[config.mk]
export PLATFORM = sky130hd
export DESIGN_NAME = mem_ctrl_flat
export DESIGN_NICKNAME = d
export VERILOG_FILES = /design/src/rtl/mem_ctrl_pkg.sv /design/src/rtl/mem_ctrl_if.sv /design/src/rtl/mem_ctrl.sv /design/src/flat_wrapper.sv
export SDC_FILE = /design/constraint.sdc
export NUM_CORES = 1
export LEC_CHECK = 0
export CORE_MARGIN = 2
export CORE_UTILIZATION = 50
export CTS_BUF_LIST = sky130_fd_sc_hd__clkbuf_4 sky130_fd_sc_hd__clkbuf_8
export DETAILED_ROUTE_END_ITERATION = 6
export PLACE_DENSITY_LB_ADDON = 0.3
export SLEW_MARGIN = 20
export SYNTH_ARGS = -nofsm -noshare
export SYNTH_HDL_FRONTEND = slang
export SYNTH_SLANG_ARGS = --single-unit
[constraint.sdc]
create_clock -name clk -period 3.7 [get_ports clk]
set_clock_uncertainty 0.15 [all_clocks]
set_input_delay 0.74 -clock clk [delete_from_list [all_inputs] [get_ports clk]]
set_output_delay 0.74 -clock clk [all_outputs]
set_load 0.005 [all_outputs]
[src/rtl/mem_ctrl_pkg.sv]
// rtl/mem_ctrl_pkg.sv - shared states, owner/length codes and helpers for the IF/MEM RAM sequencer
package mem_ctrl_pkg;

  localparam int MC_ADDR_W = 32;
  localparam int MC_DATA_W = 32;

  typedef enum logic [1:0] {
    MC_IDLE = 2'd0,
    MC_RD   = 2'd1,
    MC_WR   = 2'd2,
    MC_DONE = 2'd3
  } mc_state_t;

  typedef enum logic {
    MC_OWN_IF  = 1'b0,
    MC_OWN_MEM = 1'b1
  } mc_owner_t;

  localparam logic [1:0] LEN_BYTE = 2'd0;
  localparam logic [1:0] LEN_HALF = 2'd1;
  localparam logic [1:0] LEN_WORD = 2'd3;

  // The unused code 2 is folded into a full word.
  function automatic logic [2:0] len_to_nbytes(input logic [1:0] len);
    case (len)
      LEN_BYTE: return 3'd1;
      LEN_HALF: return 3'd2;
      default:  return 3'd4;
    endcase
  endfunction

endpackage

[src/rtl/mem_ctrl_if.sv]
// rtl/mem_ctrl_if.sv - requester and byte-RAM signals of the shared memory port
interface mem_ctrl_if #(
  parameter int ADDR_W = 32,
  parameter int DATA_W = 32
);
  logic              if_req_i;
  logic [ADDR_W-1:0] if_addr_i;
  logic              if_cancel_i;
  logic [DATA_W-1:0] if_data_o;
  logic              if_done_o;
  logic              mem_req_i;
  logic              mem_we_i;
  logic [1:0]        mem_len_i;
  logic [ADDR_W-1:0] mem_addr_i;
  logic [DATA_W-1:0] mem_wdata_i;
  logic [DATA_W-1:0] mem_rdata_o;
  logic              mem_done_o;
  logic [ADDR_W-1:0] ram_a_o;
  logic [7:0]        ram_dout_o;
  logic              ram_wr_o;
  logic [7:0]        ram_din_i;
  logic              stall_if_o;
  logic              stall_mem_o;

  modport slave (
    input  if_req_i, if_addr_i, if_cancel_i,
    input  mem_req_i, mem_we_i, mem_len_i, mem_addr_i, mem_wdata_i,
    input  ram_din_i,
    output if_data_o, if_done_o, mem_rdata_o, mem_done_o,
    output ram_a_o, ram_dout_o, ram_wr_o, stall_if_o, stall_mem_o
  );

  modport master (
    output if_req_i, if_addr_i, if_cancel_i,
    output mem_req_i, mem_we_i, mem_len_i, mem_addr_i, mem_wdata_i,
    output ram_din_i,
    input  if_data_o, if_done_o, mem_rdata_o, mem_done_o,
    input  ram_a_o, ram_dout_o, ram_wr_o, stall_if_o, stall_mem_o
  );
endinterface

[src/rtl/mem_ctrl.sv]
// rtl/mem_ctrl.sv - arbitrates IF/MEM onto a byte-wide synchronous RAM, one byte per cycle
module mem_ctrl
  import mem_ctrl_pkg::*;
#(
  parameter int ADDR_W = MC_ADDR_W,
  parameter int DATA_W = MC_DATA_W
) (
  input  logic        clk,
  input  logic        rst,
  mem_ctrl_if.slave   bus
);

  mc_state_t         state, state_nxt;
  mc_owner_t         owner;
  logic [2:0]        cnt;
  logic [2:0]        nbyte;
  logic [ADDR_W-1:0] addr;
  logic [DATA_W-1:0] wdata;
  logic [DATA_W-1:0] asm_q, asm_nxt;
  logic [DATA_W-1:0] if_data, mem_rdata;
  logic              cancel;
  logic [ADDR_W-1:0] ram_a;
  logic [7:0]        ram_dout;
  logic              ram_wr;
  logic              if_done, mem_done;

  assign cancel = (state == MC_RD) && (owner == MC_OWN_IF) && bus.if_cancel_i;

  // Byte cnt-1 arrives this cycle for the address driven last cycle; cnt=4 maps to byte 3.
  always_comb begin
    asm_nxt = asm_q;
    if (cnt != 3'd0)
      asm_nxt[{cnt[1:0] - 2'd1, 3'b000} +: 8] = bus.ram_din_i;
  end

  always_ff @(posedge clk) begin
    if (rst) state <= MC_IDLE;
    else     state <= state_nxt;
  end

  always_comb begin
    state_nxt = state;
    ram_a     = '0;
    ram_dout  = 8'h00;
    ram_wr    = 1'b0;
    if_done   = 1'b0;
    mem_done  = 1'b0;
    case (state)
      MC_IDLE: begin
        if (bus.mem_req_i)
          state_nxt = bus.mem_we_i ? MC_WR : MC_RD;
        else if (bus.if_req_i)
          state_nxt = MC_RD;
      end
      MC_RD: begin
        if (cnt < nbyte)
          ram_a = addr + ADDR_W'(cnt);
        if (cancel)
          state_nxt = MC_IDLE;
        else if (cnt == nbyte)
          state_nxt = MC_DONE;
      end
      MC_WR: begin
        ram_wr   = 1'b1;
        ram_a    = addr + ADDR_W'(cnt);
        ram_dout = wdata[{cnt[1:0], 3'b000} +: 8];
        if (cnt == nbyte - 3'd1)
          state_nxt = MC_DONE;
      end
      MC_DONE: begin
        if_done   = (owner == MC_OWN_IF);
        mem_done  = (owner == MC_OWN_MEM);
        state_nxt = MC_IDLE;
      end
      default: state_nxt = MC_IDLE;
    endcase
  end

  always_ff @(posedge clk) begin
    if (rst) begin
      owner     <= MC_OWN_IF;
      cnt       <= 3'd0;
      nbyte     <= 3'd0;
      addr      <= '0;
      wdata     <= '0;
      asm_q     <= '0;
      if_data   <= '0;
      mem_rdata <= '0;
    end else begin
      case (state)
        MC_IDLE: begin
          if (bus.mem_req_i || bus.if_req_i) begin
            cnt   <= 3'd0;
            asm_q <= '0;
          end
          if (bus.mem_req_i) begin
            owner <= MC_OWN_MEM;
            addr  <= bus.mem_addr_i;
            nbyte <= len_to_nbytes(bus.mem_len_i);
            wdata <= bus.mem_wdata_i;
          end else if (bus.if_req_i) begin
            owner <= MC_OWN_IF;
            addr  <= bus.if_addr_i;
            nbyte <= 3'd4;
          end
        end
        MC_RD: begin
          asm_q <= asm_nxt;
          if (cnt != nbyte)
            cnt <= cnt + 3'd1;
          else if (!cancel) begin
            if (owner == MC_OWN_IF) if_data   <= asm_nxt;
            else                    mem_rdata <= asm_nxt;
          end
        end
        MC_WR:   cnt <= cnt + 3'd1;
        default: ;
      endcase
    end
  end

  assign bus.ram_a_o     = ram_a;
  assign bus.ram_dout_o  = ram_dout;
  assign bus.ram_wr_o    = ram_wr;
  assign bus.if_done_o   = if_done;
  assign bus.mem_done_o  = mem_done;
  assign bus.if_data_o   = if_data;
  assign bus.mem_rdata_o = mem_rdata;
  assign bus.stall_if_o  = bus.if_req_i & ~if_done;
  assign bus.stall_mem_o = bus.mem_req_i & ~mem_done;

endmodule

[src/flat_wrapper.sv]
// flat-port wrapper written by rule: the top's interface ports become plain ports
module mem_ctrl_flat import mem_ctrl_pkg::*;
#(
  parameter int ADDR_W = MC_ADDR_W,
  parameter int DATA_W = MC_DATA_W
)
  (clk, rst, bus_if_req_i, bus_if_addr_i, bus_if_cancel_i, bus_mem_req_i, bus_mem_we_i, bus_mem_len_i, bus_mem_addr_i, bus_mem_wdata_i, bus_ram_din_i, bus_if_data_o, bus_if_done_o, bus_mem_rdata_o, bus_mem_done_o, bus_ram_a_o, bus_ram_dout_o, bus_ram_wr_o, bus_stall_if_o, bus_stall_mem_o);
  mem_ctrl_if #(.ADDR_W(ADDR_W), .DATA_W(DATA_W)) bus_i ();
  input  logic clk;
  input  logic rst;
  input wire logic [$bits(bus_i.if_req_i)-1:0] bus_if_req_i;
  input wire logic [$bits(bus_i.if_addr_i)-1:0] bus_if_addr_i;
  input wire logic [$bits(bus_i.if_cancel_i)-1:0] bus_if_cancel_i;
  input wire logic [$bits(bus_i.mem_req_i)-1:0] bus_mem_req_i;
  input wire logic [$bits(bus_i.mem_we_i)-1:0] bus_mem_we_i;
  input wire logic [$bits(bus_i.mem_len_i)-1:0] bus_mem_len_i;
  input wire logic [$bits(bus_i.mem_addr_i)-1:0] bus_mem_addr_i;
  input wire logic [$bits(bus_i.mem_wdata_i)-1:0] bus_mem_wdata_i;
  input wire logic [$bits(bus_i.ram_din_i)-1:0] bus_ram_din_i;
  output wire logic [$bits(bus_i.if_data_o)-1:0] bus_if_data_o;
  output wire logic [$bits(bus_i.if_done_o)-1:0] bus_if_done_o;
  output wire logic [$bits(bus_i.mem_rdata_o)-1:0] bus_mem_rdata_o;
  output wire logic [$bits(bus_i.mem_done_o)-1:0] bus_mem_done_o;
  output wire logic [$bits(bus_i.ram_a_o)-1:0] bus_ram_a_o;
  output wire logic [$bits(bus_i.ram_dout_o)-1:0] bus_ram_dout_o;
  output wire logic [$bits(bus_i.ram_wr_o)-1:0] bus_ram_wr_o;
  output wire logic [$bits(bus_i.stall_if_o)-1:0] bus_stall_if_o;
  output wire logic [$bits(bus_i.stall_mem_o)-1:0] bus_stall_mem_o;
  assign bus_i.if_req_i = bus_if_req_i;
  assign bus_i.if_addr_i = bus_if_addr_i;
  assign bus_i.if_cancel_i = bus_if_cancel_i;
  assign bus_i.mem_req_i = bus_mem_req_i;
  assign bus_i.mem_we_i = bus_mem_we_i;
  assign bus_i.mem_len_i = bus_mem_len_i;
  assign bus_i.mem_addr_i = bus_mem_addr_i;
  assign bus_i.mem_wdata_i = bus_mem_wdata_i;
  assign bus_i.ram_din_i = bus_ram_din_i;
  assign bus_if_data_o = bus_i.if_data_o;
  assign bus_if_done_o = bus_i.if_done_o;
  assign bus_mem_rdata_o = bus_i.mem_rdata_o;
  assign bus_mem_done_o = bus_i.mem_done_o;
  assign bus_ram_a_o = bus_i.ram_a_o;
  assign bus_ram_dout_o = bus_i.ram_dout_o;
  assign bus_ram_wr_o = bus_i.ram_wr_o;
  assign bus_stall_if_o = bus_i.stall_if_o;
  assign bus_stall_mem_o = bus_i.stall_mem_o;
  mem_ctrl #(.ADDR_W(ADDR_W), .DATA_W(DATA_W)) u_core (.clk(clk), .rst(rst), .bus(bus_i));
endmodule
# After elaboration in Yosys (flattened, before gate mapping)

Cells that the tools add are included.

Word-level logic and storage cells: 80
Bits in latches: 0
Flip-flop bits (word level): 169
Memories: 0
Memory bits (writable): 0
Input port bits: 112
Memory bits (read-only): 0

$add $sub $neg: 5
Equality and inequality tests: 12
Magnitude comparators: 1
Div/mod/pow operators: 0
Multiplexer cells: 27
Multiply operators: 0
Shifts and indexed selects: 3
Reductions and logical operators: 16
Bitwise logic cells: 7

Operator list:

| cell                     | count |
|---|---|
| $mux W32                 | 5 |
| $pmux W32 S2             | 2 |
| $add A32 B3 Y32          | 1 |
| $bwmux W32               | 1 |
| $shift A8 B7 Y32 const A | 1 |
| $shiftx A32 B6 Y8        | 1 |
| $shiftx A8 B7 Y32        | 1 |
| $mux W2                  | 6 |
| $mux W3                  | 4 |
| $pmux W3 S3              | 1 |
| $mux W8                  | 1 |
| $pmux W2 S4              | 1 |
| $reduce_and A4 Y1        | 2 |
| $neg A5 Y7               | 1 |
| $eq A3 B3 Y1             | 2 |
| $pmux W3 S2              | 1 |
| $reduce_and A2 Y1        | 3 |
| $reduce_and A3 Y1        | 2 |
| $reduce_bool A3 Y1       | 2 |
| $mux W1                  | 5 |
| $not A1 Y1               | 5 |
| $eq A2 B1 Y1 const B     | 2 |
| $eq A2 B2 Y1 const B     | 2 |
| $logic_not A2 Y1         | 2 |
| 13 further kinds         | 17 |

# Logic depth before layout (Yosys ltp)

Gate-level depths: netlist of the first run.

Depth after elaboration: 6
Gate-level depth with buffers: 10
Mapped depth without buffers: 6

# Worst setup path before layout of the first run

OpenSTA, ideal clock, no wires.

Kind: register to output
From: register u_core.cnt[0]
To: output port bus_ram_a_o[10]
Arrival time: 2.430 ns
Stages on the path, launching flop included: 11
Setup slack: 0.380 ns
Cell sequence: dfxtp_1 buf_1 clkbuf_1 inv_1 ha_1 nor2b_1 o21ai_0 nand2_1 clkbuf_1 buf_1 nor2_1

Longest elaborated chain between the ends: 3
Elaborated cells between the ends (all ways): 4
Classes of those cells: 1 x add/sub; 1 x order compare; 2 x mux

Ends and longest elaborated chain:

| element                                         | RTL line                                       | RTL |
|---|---|---|
| from (decl)                                     | mem_ctrl.sv:15                                 | `logic [2:0] cnt;` |
| from (signal assigned)                          | mem_ctrl.sv:110                                | `cnt <= cnt + 3'd1;` |
| from (signal assigned)                          | mem_ctrl.sv:116                                | `MC_WR: cnt <= cnt + 3'd1;` |
| $add A32 B3 Y32 or $lt A3 B3 Y1 (tied branches) | mem_ctrl.sv:57, mem_ctrl.sv:65, mem_ctrl.sv:56 |  |
| $mux W32                                        | mem_ctrl.sv:56                                 | `if (cnt < nbyte)` |
| $pmux W32 S2 *                                  | mem_ctrl.sv:48                                 | `case (state)` |
| to (decl)                                       | flat_wrapper.sv:24                             | `output wire logic [$bits(bus_i.ram_a_o)-1:0] bus_ram_a_o;` |

Mark *: on every way between the ends. The rest lies on a longest branch, timed or not.

# Worst setup path after layout of the first run

From: register u_core.addr[0]
To: output port bus_ram_a_o[26]

Longest elaborated chain between the ends: 3

Ends and longest elaborated chain:

| element                | RTL line                       | RTL |
|---|---|---|
| from (decl)            | mem_ctrl.sv:17                 | `logic [ADDR_W-1:0] addr;` |
| from (signal assigned) | mem_ctrl.sv:98                 | `addr <= bus.mem_addr_i;` |
| from (signal assigned) | mem_ctrl.sv:103                | `addr <= bus.if_addr_i;` |
| $add A32 B3 Y32 *      | mem_ctrl.sv:57, mem_ctrl.sv:65 |  |
| $mux W32               | mem_ctrl.sv:56                 |  |
| $pmux W32 S2 *         | mem_ctrl.sv:48                 |  |

Marks and branches as above.

==> metrics.md, run 1 <==
| Metric | Value |
|---|---|
| Status | `finished, violations left` |
| Violations in the final reports | `setup timing` |
| PwrDens | `around 530 nW/um2` |
| CP Depth | `8` |
| Max stage delay on crit path | `between 0.6 and 0.7 ns` |
| Register-to-Register Path Depth | `8` |
| Unique masters post-synth | `48` |
| Max-cap viol count | `0` |
| Fin crit period | `about 3.7 ns` |
| Worst EP arrival | `roughly 2.8 ns` |
| Worst Tran Pin Value | `between 1 and 1.5 ns` |
| Period utilization | `100.3%` |
| Most common cell in the netlist | `dfxtp_1` |
| Slew headroom | `between 20 and 30%` |
| TritonCTS sink count | `about 170` |
| Post-route non-filler standard cell count | `between 1000 and 1500` |
| Switch share | `about 39%` |
| Crit path required time | `approximately 2.8 ns` |
| Startpoint Class | `flip-flop` |
| Psw | `2.301 mW` |
| Crit-path slowest cell | `or4_4` |
| Max IR drop VDD | `321.2 uV` |
| Worst-path fanout max | `8` |
| Max Freq | `269.4 MHz` |
| Root buffer cell | `clkbuf_8` |
| Core footprint | `15940 um2` |
| Yosys top cell area share | `approximately 41%` |
| CP Class | `flip-flop to output pin` |
| Average instance area after synthesis | `a little over 8 um2` |
| Cell Rows | `46` |
| DRT Pass-1 Iters | `7` |
| Hold crit path type | `flip-flop to flip-flop` |
| IO buf count | `220` |
| WP buf/inv | `2` |
| Post-route cell area | `~11000 um2` |
| DR iter-0 viols | `between 600 and 700` |
| Congestion Overflow GR | `0` |
| H-tree lvl count | `4` |
| Mapped Area | `8213 um2` |
| Internal power | `approximately 3.7 mW` |
| Initial Util | `between 50% and 60%` |
| Clock power frac | `slightly above 20%` |
| Die extent in y | `between 100 and 150 um` |
| DRC viols | `0` |
| Worst Hold Path Cells | `2` |
| Asr flop ratio synth | `0%` |
| GRT Util Overall | `~27%` |
| Yosys top cell by area | `dfxtp_1` |
| CTS buffer count | `17` |
| Setup crit end kind | `output pin` |
| Main flop type after synthesis | `dfxtp_1` |
| First-pass GRT wire length | `38.81 mm` |
| Detailed Route WL | `approximately 24 mm` |
| Vias/cell | `approximately 5.8` |
| P_leak | `3.860 nW` |
| Area grow syn2layout | `36.21%` |
| CTS tree | `built` |
| Comb pwr share | `between 30% and 40%` |
| Clock Path Buffers | `2` |
| RSZ-0062 raised after global routing | `yes` |
| Total of warnings raised by yosys | `0` |
| Initial antenna violation count | `2` |
| Area after DPL | `~11000 um2` |
| Die width | `132.2 um` |
| Yosys reg bits | `169` |
| Clk_lat worst skew | `~0.46 ns` |
| Seq/Total Area, Yosys | `roughly two fifths` |
| WL/cell | `around 17 um` |
| Fin. Hold Viols | `0` |
| Hpwl dp | `approximately 16 mm` |
| Final Max Tran Viols | `0` |
| Most common library cells after synthesis | `169 x dfxtp_1, 146 x nor2_1, 104 x nand2_1` |
| Net count, final | `1330` |
| Synth Instances | `around 1000` |
| Critical path cell sequence | `ha_4, fa_2, a21oi_2, or4_4, buf_6, or4_1, a21oi_1, buf_2` |
| Die area | `about 17000 um2` |
| Vias | `8236` |
| Syn_nets | `about 1100` |
| DP Cell Count | `approximately 1400` |
| Final worst slack | `-0.01163 ns` |
| Clock-pin slew on the worst setup and hold paths | `~0.09 ns` |
| Seq pwr share | `40.5%` |
| EDFF count, synth | `0` |
| Setup violations, final | `1` |
| Placer Congestion | `0.8993` |
| Vias in the first global route | `approximately 7700` |
| ANT nets after route | `0` |
| Ports | `about 220` |
| Top cells by area, synth | `dfxtp_1 41%, a211oi_1 9.0%, nor2_1 6.7%` |
| Share of cells above drive strength 1 | `10.15%` |
| Critical path's top delay family | `simple AND/OR/NAND/NOR gates` |
| Maximum number of pins on one net before global-route repair | `84` |
-- final timing paths --
| check | start | endpoint | slack (ns) |
|---|---|---|---|
| setup / recovery | u_core.addr[0]$_SDFFE_PP0P_ | bus_ram_a_o[26] | -0.01 |
| hold / removal | u_core.wdata[2]$_SDFFE_PP0P_ | u_core.wdata[2]$_SDFFE_PP0P_ | 0.31 |
| setup reg to reg | u_core.cnt[0]$_SDFFE_PP0P_ | u_core.bus.if_data_o[31]$_SDFFE_PP0P_ | 0.67 |
| hold reg to reg | u_core.wdata[2]$_SDFFE_PP0P_ | u_core.wdata[2]$_SDFFE_PP0P_ | 0.31 |
-- metrics by stage --
step	worst slack (ns)	hold slack, ns	setup TNS [ns]	utilization, %	power [mW]
3_5_place_dp	0.1079	0.2934	0	66.32	4.643
3_3_place_gp	0.1493	0.2874	0	66.32	4.576
4_1_cts	0.004167	0.3065	0	69.48	5.902
6_report	-0.01163	0.3056	-0.01163	70.17	5.972
2_1_floorplan	0.3801	0.2825	0	-	3.788
5_1_grt	-0.05873	0.3244	-0.2704	70.17	6.337
-- cell families after synthesis --
kind of cell / Yosys count / share of synthesized area, %
AO/OA/AOI/OAI: 288 / 23.08
XOR/XNOR: 13 / 1.569
adder cells (fa/ha/maj): 18 / 2.834
buffers and inverters: 114 / 5.256
flip-flops: 169 / 41.19
multiplexers: 43 / 6.459
AND/OR/NAND/NOR: 353 / 19.61
-- power by group through the flow --
| stage | Sequential (mW) | Clock [mW] | Combinational, mW |
|---|---|---|---|
| 5_1_grt | 2.46 | 1.33 | 2.55 |
| 3_3_place_gp | 2.41 | 0 | 2.16 |
| 4_1_cts | 2.40 | 1.26 | 2.24 |
| 3_5_place_dp | 2.43 | 0 | 2.21 |
| 6_report | 2.42 | 1.24 | 2.32 |
| 2_1_floorplan | 2.39 | 0 | 1.40 |
-- sequential cells by signal (all words and copies together) (netlist names) --
name                    flops
u_core.bus.mem_rdata_o     32
u_core.state                2
u_core.addr                32
u_core.cnt                  3
u_core.asm_q               32
u_core.bus.if_data_o       32
u_core.wdata               32
u_core.nbyte                3
u_core.owner                1
-- area by class of cell --
cell class	instances	area, um2
clock buffers	21	282.8
inverters	35	131.4
fillers	1305	4756
repair buffers	261	2505
multi-input cells	716	4519
well taps	216	270.3
diodes	2	5.005
clock inverters	10	81.33
flip-flops and latches	169	3392
-- worst min-delay path: stages (launching register included) --
cell and delay [ns]:
dfxtp_1 0.31, nand2_1 0.05, a21oi_1 0.05
-- metal layers --
metal / GRT usage, % / wire (um)
met2: 45.31 / 11700
met5: 0 / 0
met1: 35.09 / 10580
met3: 4.575 / 1545
met4: 9.722 / 580
-- cell usage in the layout, fill, tap and decap left out, types with 15 or more instances in the layout --
cell type,count
a21oi_1,75
clkbuf_8,20
a22oi_1,17
inv_1,35
a21boi_0,24
buf_4,35
mux2i_1,35
nor2_1,146
ha_1,15
dfxtp_1,162
a211oi_1,99
clkdlybuf4s50_1,200
nand2_1,104
nor4_1,24
o21ai_0,31
-- repair_timing --
item / 4_1_cts / 5_1_grt
buffers inserted: 12 / 7
gates resized for setup: 47 / 31
pin swaps: 10 / 15
hold buffers: 0 / 0
cloned: 1 / 0
setup endpoints to repair: 32 / 20
No activity file was read; power rests on OpenSTA's default activity.
==> run 2: changes to the inputs <==
- CORE_UTILIZATION: 50 -> 55
- DONT_BUFFER_PORTS: not set -> 1
- MAX_ROUTING_LAYER: not set -> met4
==> run 2 against run 1 <==
  * The flow now finishes without violations
  * Utilization fell by 10 points
  * Setup slack improved by 0.14 ns
  * First-iteration DRC count fell by 7.1%
  * Sequential power barely moved
  * Register-to-register slack got worse by 0.02 ns
  * Via count fell by 16%
  * Critical path depth fell by 2
  * Design area fell by 22%
  * Clock power rose by 13%
  * Die area fell by 8.8%
==> metrics.md, run 2 (same netlist as run 1, synthesis figures left out) <==
| Metric | Value |
|---|---|
| Maximum number of pins on one net before global-route repair | `about 170` |
| Setup crit end kind | `output pin` |
| Max Freq | `roughly 280 MHz` |
| Status | `finished clean` |
| Max IR drop VDD | `between 300 and 400 uV` |
| Final Max Tran Viols | `0` |
| Hpwl dp | `13.40 mm` |
| Worst Tran Pin Value | `around 1.1 ns` |
| Hold crit path type | `input pin to flip-flop` |
| Congestion Overflow GR | `0` |
| Crit-path slowest cell | `or4_1` |
| Period utilization | `between 90% and 100%` |
| H-tree lvl count | `4` |
| Commonest non-fill, non-tap cell in the layout | `dfxtp_1` |
| Hold-fix buffers, CTS | `0` |
| Initial Util | `a little under three fifths` |
| Comb pwr share | `just over 30%` |
| Placer Congestion | `0.8995` |
| Root buffer cell | `clkbuf_8` |
| Share of cells above drive strength 1 | `under 10%` |
| Psw | `2.095 mW` |
| Vias in the first global route | `about 6300` |
| Seq. cell area | `between 3000 and 4000 um2` |
| Net count, final | `between 1000 and 1500` |
| PwrDens | `approximately 630 nW/um2` |
| Max stage delay on crit path | `~0.53 ns` |
| DRT Pass-1 Iters | `6` |
| Post-route cell area | `around 8700 um2` |
| Vias/cell | `around 6.0` |
| Area after DPL | `8229 um2` |
| P_leak | `about 2.8 nW` |
| Detailed Route WL | `roughly 20 mm` |
| WL/cell | `between 15 and 20 um` |
| Crit path required time | `2.81 ns` |
| Multi-input gate area | `between 4000 and 5000 um2` |
| TritonCTS sink count | `169` |
| Die area | `15930 um2` |
| Internal power | `between 3 and 4 mW` |
| Critical path cell sequence | `buf_6, ha_1, nand3_4, a2111o_1, or4_1, a21oi_2` |
| Worst-path fanout max | `16` |
| DR iter-0 viols | `between 500 and 600` |
| Clk_lat worst skew | `0.46 ns` |
| Vias | `~6900` |
| CTS buffer count | `17` |
| Switch share | `a little under two fifths` |
| Setup TNS | `0 ns` |
| First-pass GRT wire length | `32.09 mm` |
| DRC viols | `0` |
| Fin crit period | `3.570 ns` |
| Die width | `between 100 and 150 um` |
| Area grow syn2layout | `6.261%` |
| CTS tree | `built` |
| PnR Total Power | `approximately 5.5 mW` |
| Diodes inserted | `0` |
| Ports | `between 200 and 250` |
| Worst EP arrival | `2.68 ns` |
| Slew headroom | `a little over a quarter` |
| Max-cap viol count | `0` |
| Fin. Hold Viols | `0` |
| IO buf count | `0` |
| Setup crit start | `u_core.cnt[1]$_SDFFE_PP0P_` |
| Initial antenna violation count | `0` |
| Filler cell count in the final layout | `between 1000 and 1500` |
| Die extent in y | `126.2 um` |
| Clock Path Buffers | `2` |
| Most frequent cells in the layout | `169 x dfxtp_1, 146 x nor2_1, 103 x nand2_1` |
| GRT Util Overall | `between 20% and 30%` |
| CP Class | `flip-flop to output pin` |
| Clock power frac | `approximately a quarter` |
| ANT nets after route | `0` |
| Startpoint Class | `flip-flop` |
| Setup violations, final | `0` |
| Core footprint | `around 15000 um2` |
| Hold Startpoint | `rst` |
| Seq pwr share | `43.7%` |
| Clock-pin slew on the worst setup and hold paths | `0.09 ns` |
| Reg2Reg Launch Point | `u_core.cnt[0]$_SDFFE_PP0P_` |
| Cell Rows | `44` |
## run 2: path summary, 6_finish.rpt
kind                                                  end  slack [ns]  cells past startpoint
setup / recovery                          bus_ram_a_o[29]        0.13                      6
hold / removal    u_core.bus.mem_rdata_o[27]$_SDFFE_PP0P_        0.20                      1
setup reg to reg    u_core.bus.if_data_o[31]$_SDFFE_PP0P_        0.65                      7
hold reg to reg              u_core.asm_q[6]$_SDFFE_PP0P_        0.30                      2
## run 2: power by group through the flow
stage	Sequential (mW)	Clock [mW]	Combinational, mW
floorplan	2.39	0	1.40
global placement	2.44	0	1.67
detailed placement	2.46	0	1.70
CTS	2.41	1.43	1.70
global route	2.46	1.51	1.95
finish	2.42	1.40	1.72
## run 2: critical path: cells and delay by family (launching register included)
family                     cells  cell delay (ns)
and+or+nand+nor                2             0.65
AOI/OAI and AO/OA              2             0.72
buffers and inverters          1             0.18
adders and majority gates      1             0.33
DFF                            1             0.34
## run 2: cell type report
cell class | instances | area share (%)
clock inverters | 12 | 1.892
inverters | 35 | 1.505
clock buffers | 19 | 2.996
flip-flops and latches | 169 | 38.77
repair buffers | 12 | 1.075
multi-input cells | 716 | 51.13
well taps | 184 | 2.638
## run 2: what timing repair did
item,in CTS,in global routing
setup buffers,1,1
setup endpoints to repair,10,14
pin swaps,0,3
cloned,0,1
gates resized for setup,2,6
## run 2: per-layer routing
layer / wire length (um) / up-vias / GRT usage [%]
met5: 0 / - / -
met4: 249 / 0 / 6.852
met3: 1555 / 16 / 7.264
met2: 8902 / 245 / 37.10
met1: 9289 / 3203 / 35.05
li1: - / 3472 / -
## run 2: per-stage QoR
| stage | instances | util (%) | worst slack [ns] | hold WS (ns) |
|---|---|---|---|---|
| after floorplan | 998 | - | 0.3801 | 0.2825 |
| after global routing | 1147 | 59.82 | -0.002756 | 0.1638 |
| after detailed placement | 1113 | 56.41 | 0.4139 | 0.2875 |
| final | 1147 | 59.82 | 0.1298 | 0.1962 |
| after global placement | 1113 | 56.41 | 0.4623 | 0.2825 |
| after CTS | 1145 | 59.44 | 0.01467 | 0.1799 |
